$ cat src/rtl/writeback_unit.sv
// Register-file writer stage: retires ALU results in one cycle, waits for load data,
// then byte-selects and extends it. Optional load timeout under `WB_LD_TIMEOUT_EN`.
module writeback_unit #(
  parameter int DATA_W      = 64,
  parameter int TIMEOUT_CYC = 16
) (
  input  logic              i_clk,
  input  logic              i_rst,
  input  logic              i_valid,
  output logic              o_ready,
  input  logic [4:0]        i_rd_addr,
  input  logic [DATA_W-1:0] i_alu_result,
  input  logic              i_regWrite,
  input  logic              i_memToReg,
  input  logic [2:0]        i_funct3,
  input  logic [2:0]        i_byte_off,
  input  logic              i_mem_rvalid,
  input  logic [DATA_W-1:0] i_mem_rdata,
  output logic [4:0]        o_rd_addr,
  output logic [DATA_W-1:0] o_rd_data,
  output logic              o_regWrite,
  output logic              o_busy,
  output logic              o_timeout,
  output logic [0:0]        o_dbg_state
);

  // Handshake: an instruction transfers on a rising edge where i_valid && o_ready;
  // o_ready is high only in IDLE and never depends on i_valid.

  localparam logic [0:0] S_IDLE     = 1'b0;
  localparam logic [0:0] S_WAIT_MEM = 1'b1;

  if (DATA_W != 64 || TIMEOUT_CYC < 1) begin : g_param_check
    $error("writeback_unit: DATA_W must be 64 and TIMEOUT_CYC at least 1");
  end

  logic [0:0]        state;
  logic [4:0]        ld_rd;
  logic              ld_we;
  logic [2:0]        ld_f3;
  logic [2:0]        ld_off;
  logic [DATA_W-1:0] shifted;
  logic [DATA_W-1:0] ld_data;

  assign o_ready     = (state == S_IDLE);
  assign o_busy      = (state == S_WAIT_MEM);
  assign o_dbg_state = state;

  // Misaligned loads simply see zeros shifted into the upper bytes.
  always_comb begin
    shifted = i_mem_rdata >> {ld_off, 3'b000};
    case (ld_f3)
      3'b000:  ld_data = {{56{shifted[7]}},  shifted[7:0]};
      3'b001:  ld_data = {{48{shifted[15]}}, shifted[15:0]};
      3'b010:  ld_data = {{32{shifted[31]}}, shifted[31:0]};
      3'b100:  ld_data = {56'd0, shifted[7:0]};
      3'b101:  ld_data = {48'd0, shifted[15:0]};
      3'b110:  ld_data = {32'd0, shifted[31:0]};
      default: ld_data = shifted;
    endcase
  end

`ifdef WB_LD_TIMEOUT_EN
  localparam int CNT_W = $clog2(TIMEOUT_CYC + 1);
  logic [CNT_W-1:0] wait_cnt;
`endif

  always_ff @(posedge i_clk or posedge i_rst) begin
    if (i_rst) begin
      state      <= S_IDLE;
      ld_rd      <= '0;
      ld_we      <= 1'b0;
      ld_f3      <= '0;
      ld_off     <= '0;
      o_rd_addr  <= '0;
      o_rd_data  <= '0;
      o_regWrite <= 1'b0;
`ifdef WB_LD_TIMEOUT_EN
      wait_cnt   <= '0;
      o_timeout  <= 1'b0;
`endif
    end else begin
      o_regWrite <= 1'b0;
`ifdef WB_LD_TIMEOUT_EN
      o_timeout  <= 1'b0;
`endif
      case (state)
        S_IDLE: begin
          if (i_valid) begin
            if (i_memToReg) begin
              ld_rd  <= i_rd_addr;
              ld_we  <= i_regWrite;
              ld_f3  <= i_funct3;
              ld_off <= i_byte_off;
              state  <= S_WAIT_MEM;
`ifdef WB_LD_TIMEOUT_EN
              wait_cnt <= '0;
`endif
            end else if (i_regWrite && (i_rd_addr != 5'd0)) begin
              o_rd_addr  <= i_rd_addr;
              o_rd_data  <= i_alu_result;
              o_regWrite <= 1'b1;
            end
          end
        end
        S_WAIT_MEM: begin
          if (i_mem_rvalid) begin
            state <= S_IDLE;
            if (ld_we && (ld_rd != 5'd0)) begin
              o_rd_addr  <= ld_rd;
              o_rd_data  <= ld_data;
              o_regWrite <= 1'b1;
            end
`ifdef WB_LD_TIMEOUT_EN
          end else if (wait_cnt == CNT_W'(TIMEOUT_CYC - 1)) begin
            state     <= S_IDLE;
            o_timeout <= 1'b1;
          end else begin
            wait_cnt <= wait_cnt + 1'b1;
`endif
          end
        end
        default: state <= S_IDLE;
      endcase
    end
  end

`ifndef WB_LD_TIMEOUT_EN
  assign o_timeout = 1'b0;
`endif

endmodule

$ cat config.mk
export PLATFORM = sky130hd
export DESIGN_NAME = writeback_unit
export DESIGN_NICKNAME = d
export VERILOG_FILES = /design/src/rtl/writeback_unit.sv
export SDC_FILE = /design/constraint.sdc
export NUM_CORES = 1
export LEC_CHECK = 0
export BUFFER_PORTS_ARGS = -buffer_cell sky130_fd_sc_hd__buf_2
export CAP_MARGIN = 20
export CORE_MARGIN = 8
export CORE_UTILIZATION = 51
export DETAILED_ROUTE_END_ITERATION = 10
export PLACE_DENSITY = 0.9
export RECOVER_POWER = 50
export REMOVE_ABC_BUFFERS = 1
export SETUP_SLACK_MARGIN = 0.3
export SKIP_CTS_REPAIR_TIMING = 1
export SLEW_MARGIN = 5
export SYNTH_ARGS = -nofsm -noshare
export SYNTH_HDL_FRONTEND = slang
export SYNTH_SLANG_ARGS = --single-unit
export TNS_END_PERCENT = 20
$ cat constraint.sdc
create_clock -name i_clk -period 3.39 [get_ports i_clk]
set_clock_uncertainty 0.1 [all_clocks]
set_input_delay 0.339 -clock i_clk [delete_from_list [all_inputs] [get_ports i_clk]]
set_output_delay 0.339 -clock i_clk [all_outputs]
set_load 0.03 [all_outputs]
# ---- Yosys cells after proc, flatten, opt, wreduce, memory -nomap -nowiden
# Cells that the tools add are included.
dict set report totals {
  regBits 83
  latchBits 0
  ramBits 0
  rom_bits 0
  word_cells 50
  memories 0
}
dict set report classes {
  n_addsub 0
  mul 0
  div 0
  order_cmp 0
  n_eq_ne 10
  n_shift 1
  muxes 23
  bitwise 1
  n_reduce_logical 7
}
# cell count
set ops {}
lappend ops {{64-bit one-hot mux with 6 select lines} 1}
lappend ops {{64-bit two-way mux} 5}
lappend ops {{64-bit one-hot mux with 2 select lines} 1}
lappend ops {{64-bit by 6-bit right shift with 64-bit output} 1}
lappend ops {{5-bit two-way mux} 5}
lappend ops {{5-bit one-hot mux with 2 select lines} 1}
lappend ops {{5-bit nonzero test} 2}
lappend ops {{3-bit == test, second input constant} 3}
lappend ops {{1-bit two-way mux} 8}
lappend ops {{2-bit != test, second input constant} 3}
lappend ops {{5-bit AND reduction} 1}
lappend ops {{2-bit by 1-bit != test with 1-bit output, second input constant} 2}
lappend ops {{1-bit one-hot mux with 2 select lines} 2}
lappend ops {{3-bit by 1-bit == test with 1-bit output, second input constant} 1}
lappend ops {{3-bit by 2-bit == test with 1-bit output, second input constant} 1}
lappend ops {{3-bit zero test} 1}
lappend ops {{3-bit AND reduction} 1}
lappend ops {{1-bit logical AND} 2}
lappend ops {{1-bit NOT} 1}

# ---- Longest topological paths before layout
dict set report logic_depth {
  word_depth 6
  depth_mapped 9
  ltp_nobuf 6
}

# ---- Least setup slack after synthesis
# OpenSTA, ideal clock, no wires.
dict set report synth_path {
  kind {register to register}
  startpoint {register state, in the netlist o_busy}
  endpoint {register ld_f3[2]}
  setup_ns 0.125
  arrival_time_ns 2.033
  slack_ns 1.133
  path_stages_with_launch 6
  n_path_buf 2
  period_less_slack_ns 2.257
  path_cell_list {dfrtp_1 clkbuf_1 clkinv_1 nand3_1 buf_2 mux2_2}
}
dict set report synth_via {
  elab_chain_len 2
}
# item line
set synth_rtl {}
lappend synth_rtl {{from (decl)} 37} ;# logic [0:0] state;
lappend synth_rtl {{from (signal assigned)} 70} ;# state <= S_IDLE;
lappend synth_rtl {{from (signal assigned)} 95} ;# state <= S_WAIT_MEM;
lappend synth_rtl {{from (signal assigned)} 108} ;# state <= S_IDLE;
lappend synth_rtl {{1-bit NOT (no line)} -}
lappend synth_rtl {{named net o_ready} 10} ;# output logic o_ready,
lappend synth_rtl {{3-bit AND reduction (no line)} -}
lappend synth_rtl {{to (signal assigned)} 93} ;# ld_f3 <= i_funct3;
lappend synth_rtl {{to (decl)} 40} ;# logic [2:0] ld_f3;
# The timed path passes the listed nets, and every way through them passes these cells.
# A chain may end at the register's enable or synchronous reset.

# ---- Worst setup path after layout
dict set report layout_path {
  startpoint {register ld_off[1]}
  endpoint {register o_rd_data[14]}
}
dict set report layout_via {
  elab_chain_len 5
}
# item line
set layout_rtl {}
lappend layout_rtl {{from (decl)} 41} ;# logic [2:0] ld_off;
lappend layout_rtl {{from (signal assigned)} 94} ;# ld_off <= i_byte_off;
lappend layout_rtl {{64-bit by 6-bit right shift with 64-bit output} 51} ;# shifted = i_mem_rdata >> {ld_off, 3'b000};
lappend layout_rtl {{64-bit one-hot mux with 6 select lines} 52} ;# case (ld_f3)
lappend layout_rtl {{64-bit two-way mux} 109} ;# if (ld_we && (ld_rd != 5'd0)) begin
lappend layout_rtl {{64-bit two-way mux} 107} ;# if (i_mem_rvalid) begin
lappend layout_rtl {{64-bit one-hot mux with 2 select lines} 87} ;# case (state)
lappend layout_rtl {{to (signal assigned)} 101} ;# o_rd_data <= i_alu_result;
lappend layout_rtl {{to (signal assigned)} 111} ;# o_rd_data <= ld_data;
lappend layout_rtl {{to (decl)} 20} ;# output logic [DATA_W-1:0] o_rd_data,
# No other way between the ends. The select of a mux whose other input is x is not followed.

==> results.json <==
{
  "synth-main-ff-cell": "dfrtp_1",
  "end_kind": "register",
  "initialDrtViolationCount": 535,
  "ios": 219,
  "overflow": 0,
  "clk_pin_slew_ns": 0.07,
  "grt_max_degree": 51,
  "report.final.hold_viol_count": 0,
  "top_usage_layer": "met2",
  "synth-seq-area-share_pct": 34.8,
  "ir_drop_v": 0.000499,
  "rows": 39,
  "use_met1_pct": 31.8,
  "htreeDepth": 3,
  "cts_tree": "yes",
  "yosysWarnings": 0,
  "status": "finished, violations left",
  "path_cells": "buf_4, mux2i_1, mux4_2, o211a_1, o21ai_0",
  "grt_pass1_wl_um": 32600,
  "gp_congestion": 0.875,
  "clockBufferDepth": 2,
  "startpoint_type": "register",
  "cts-buffers-inserted": 9,
  "grt_util_all_layers_pct": 25.8,
  "power.switching_mw": 2.51,
  "port_buffers": 217,
  "nFillCells": 968,
  "die_area_sq_um": 15400,
  "seqPwrFrac_pct": 31.3,
  "setup_viol": 0,
  "num_vias": 5866,
  "cts.sinks": 83,
  "fin_ws_ns": 0.647,
  "internal_power_mw": 2.93,
  "antenna_found_initial": 0,
  "yosysMostFrequentCell": "dfrtp_1",
  "critPathBufInv": 1,
  "diodes": 0,
  "crit_arrival_ns": 2.90,
  "p_comb_share_pct": 49.7,
  "violations": "max-capacitance violations, max-slew violations",
  "synth_seq_cells": 83,
  "yosysTopAreaCellShare_pct": 34.8,
  "slowest_delay_ns": 0.75,
  "slew_violations": 44,
  "ant_nets": 0,
  "synth.avg_cell_area_sq_um": 9.53,
  "p_leak_nw": 3.21,
  "clock_latency_ns": 0.34,
  "p_sw_share_pct": 46.2,
  "min_period_ns": 2.74,
  "fin_cells": 962,
  "hp-class": "in -> reg",
  "place_ws_ns": 0.688,
  "slew_headroom_pct": -29.1,
  "multi_input_comb_area_sq_um": 3500,
  "vias_per_cell": 6.10,
  "die_width_um": 124,
  "fin_nets": 959,
  "critPathKind": "reg -> reg",
  "ys_types": 48,
  "wl_per_cell_um": 21.4,
  "synth_area_sq_um": 5970,
  "synth_edf_count": 0,
  "place_inst": 946,
  "clk_root_buffer_cell": "clkbuf_16",
  "clkPwrFrac_pct": 19.0,
  "drt_first_pass_iters": 7,
  "use_met2_pct": 40.7,
  "powerDensity_nw_per_um2": 744,
  "fmax_mhz": 365,
  "grt_setup_unrepaired": "no",
  "yosysTopAreaCell": "dfrtp_1",
  "required_ns": 3.54,
  "crit_slowest_cell": "dfrtp_2",
  "synthCells": 627,
  "grt_util_met3_pct": 6.30,
  "totalWireLength_um": 20600,
  "async_flop_share_pct": 100,
  "hpwl_um": 14900,
  "synth_common_cells": "83 x dfrtp_1, 77 x nand2_1, 60 x nor2_1",
  "die_y_um": 124,
  "worst_slew_pin_slew_ns": 1.93,
  "final_util_pct": 64.0,
  "syn_to_final_growth_pct": 22.3,
  "finalCritPeriodShare_pct": 80.9,
  "critPathMaxFanout": 50,
  "cp_top_family": "flip-flops",
  "drv_cap": 1,
  "layout-drive-gt1-share_pct": 38.1,
  "synth_area_leaders": "dfrtp_1 35%, mux2i_1 7.2%, mux2_2 6.8%, mux4_2 6.4%, a211oi_2 6.3%",
  "drc": 0,
  "grt_pass1_vias": 6132,
  "core_sq_um": 11400,
  "seq_area_sq_um": 2080,
  "initial_utilization_pct": 52.3
}
stage by stage:
stage / setup TNS [ns] / hold slack (ns) / cell area, sq um / total power, mW
6_report: 0 / 0.119 / 7310 / 5.44
3_3_place_gp: 0 / 0.355 / 7060 / 4.38
5_1_grt: 0 / 0.132 / 7310 / 5.73
3_5_place_dp: 0 / 0.361 / 7060 / 4.45
4_1_cts: 0 / 0.0318 / 7370 / 5.49
2_1_floorplan: -125.66 / 0.335 / 5610 / 3.57
area by class of cell:
| type | instances | area share, % |
|---|---|---|
| clock buffers | 10 | 3.27 |
| clock inverters | 6 | 0.976 |
| inverters | 12 | 0.633 |
| multi-input cells | 472 | 47.8 |
| flip-flops and latches | 83 | 28.5 |
| well taps | 143 | 2.45 |
| repair buffers | 236 | 16.3 |
worst reg2reg max path: cells and delay by family, from the launching register on:
kind	cells	cell delay [ns]
AOI/OAI and AO/OA	2	0.41
muxes	2	0.76
DFF	1	0.75
buffers and inverters	1	0.63
power groups by stage:
stage / Combinational, mW / Sequential [mW] / Clock, mW
after floorplan: 1.07 / 2.50 / 0
after global placement: 2.69 / 1.69 / 0
after detailed placement: 2.75 / 1.70 / 0
after CTS: 2.76 / 1.69 / 1.04
after global routing: 2.88 / 1.76 / 1.10
final: 2.70 / 1.70 / 1.03
path summary, 6_finish.rpt:
check | start | slack [ns] | endpoint | cells past startpoint
min in group asynchronous | i_rst | 0.38 | o_rd_addr[3] | 2
worst max register to register | ld_off[1] | 0.65 | o_rd_data[14] | 5
worst min-delay path | i_mem_rvalid | 0.12 | o_busy | 2
worst min register to register | o_rd_data[3] | 0.38 | o_rd_data[3] | 2
worst max-delay path | ld_off[1] | 0.65 | o_rd_data[14] | 5
max in group asynchronous | i_rst | 1.02 | o_rd_data[27] | 3
flip-flops by register name (all words and copies together), names as in the netlist:
signal and cells:
ld_f3 3, o_rd_data 64, ld_rd 5, o_busy 1, o_rd_addr 5, ld_we 1
ld_off 3, o_regWrite 1
logic make-up (layout without fill, tap and decap cells):
logic type	Yosys count	in the layout	share of synthesized area, %
multiplexers	96	96	20.4
flip-flops	83	83	34.8
AO/OA/AOI/OAI	143	143	19.6
buffers and inverters	72	264	6.89
AND/OR/NAND/NOR	232	232	18.3
other	1	1	0.0628
placed cells by master (no fill, tap or decap), drive strengths merged, types with 3 or more instances in the layout:
| cell type | instances |
|---|---|
| dfrtp | 83 |
| a211oi | 52 |
| o21ai | 36 |
| nor3 | 49 |
| mux4 | 17 |
| o311a | 5 |
| o22ai | 9 |
| clkbuf | 47 |
| and2 | 6 |
| mux2 | 36 |
| mux2i | 43 |
| inv | 13 |
| a21oi | 5 |
| a222oi | 5 |
| nand2 | 77 |
| nor2 | 60 |
| or4 | 3 |
| nor2b | 7 |
| buf | 199 |
| clkinvlp | 3 |
| nand2b | 18 |
| o211ai | 13 |
| o211a | 7 |
| o31ai | 5 |
layer usage:
| layer | up-vias | wire length, um |
|---|---|---|
| li1 | 2670 | - |
| met1 | 2809 | 8210 |
| met2 | 321 | 9830 |
| met3 | 66 | 1740 |
| met4 | 0 | 828 |
| met5 | - | 0 |
Note: power is estimated with default switching activity, not from simulation.
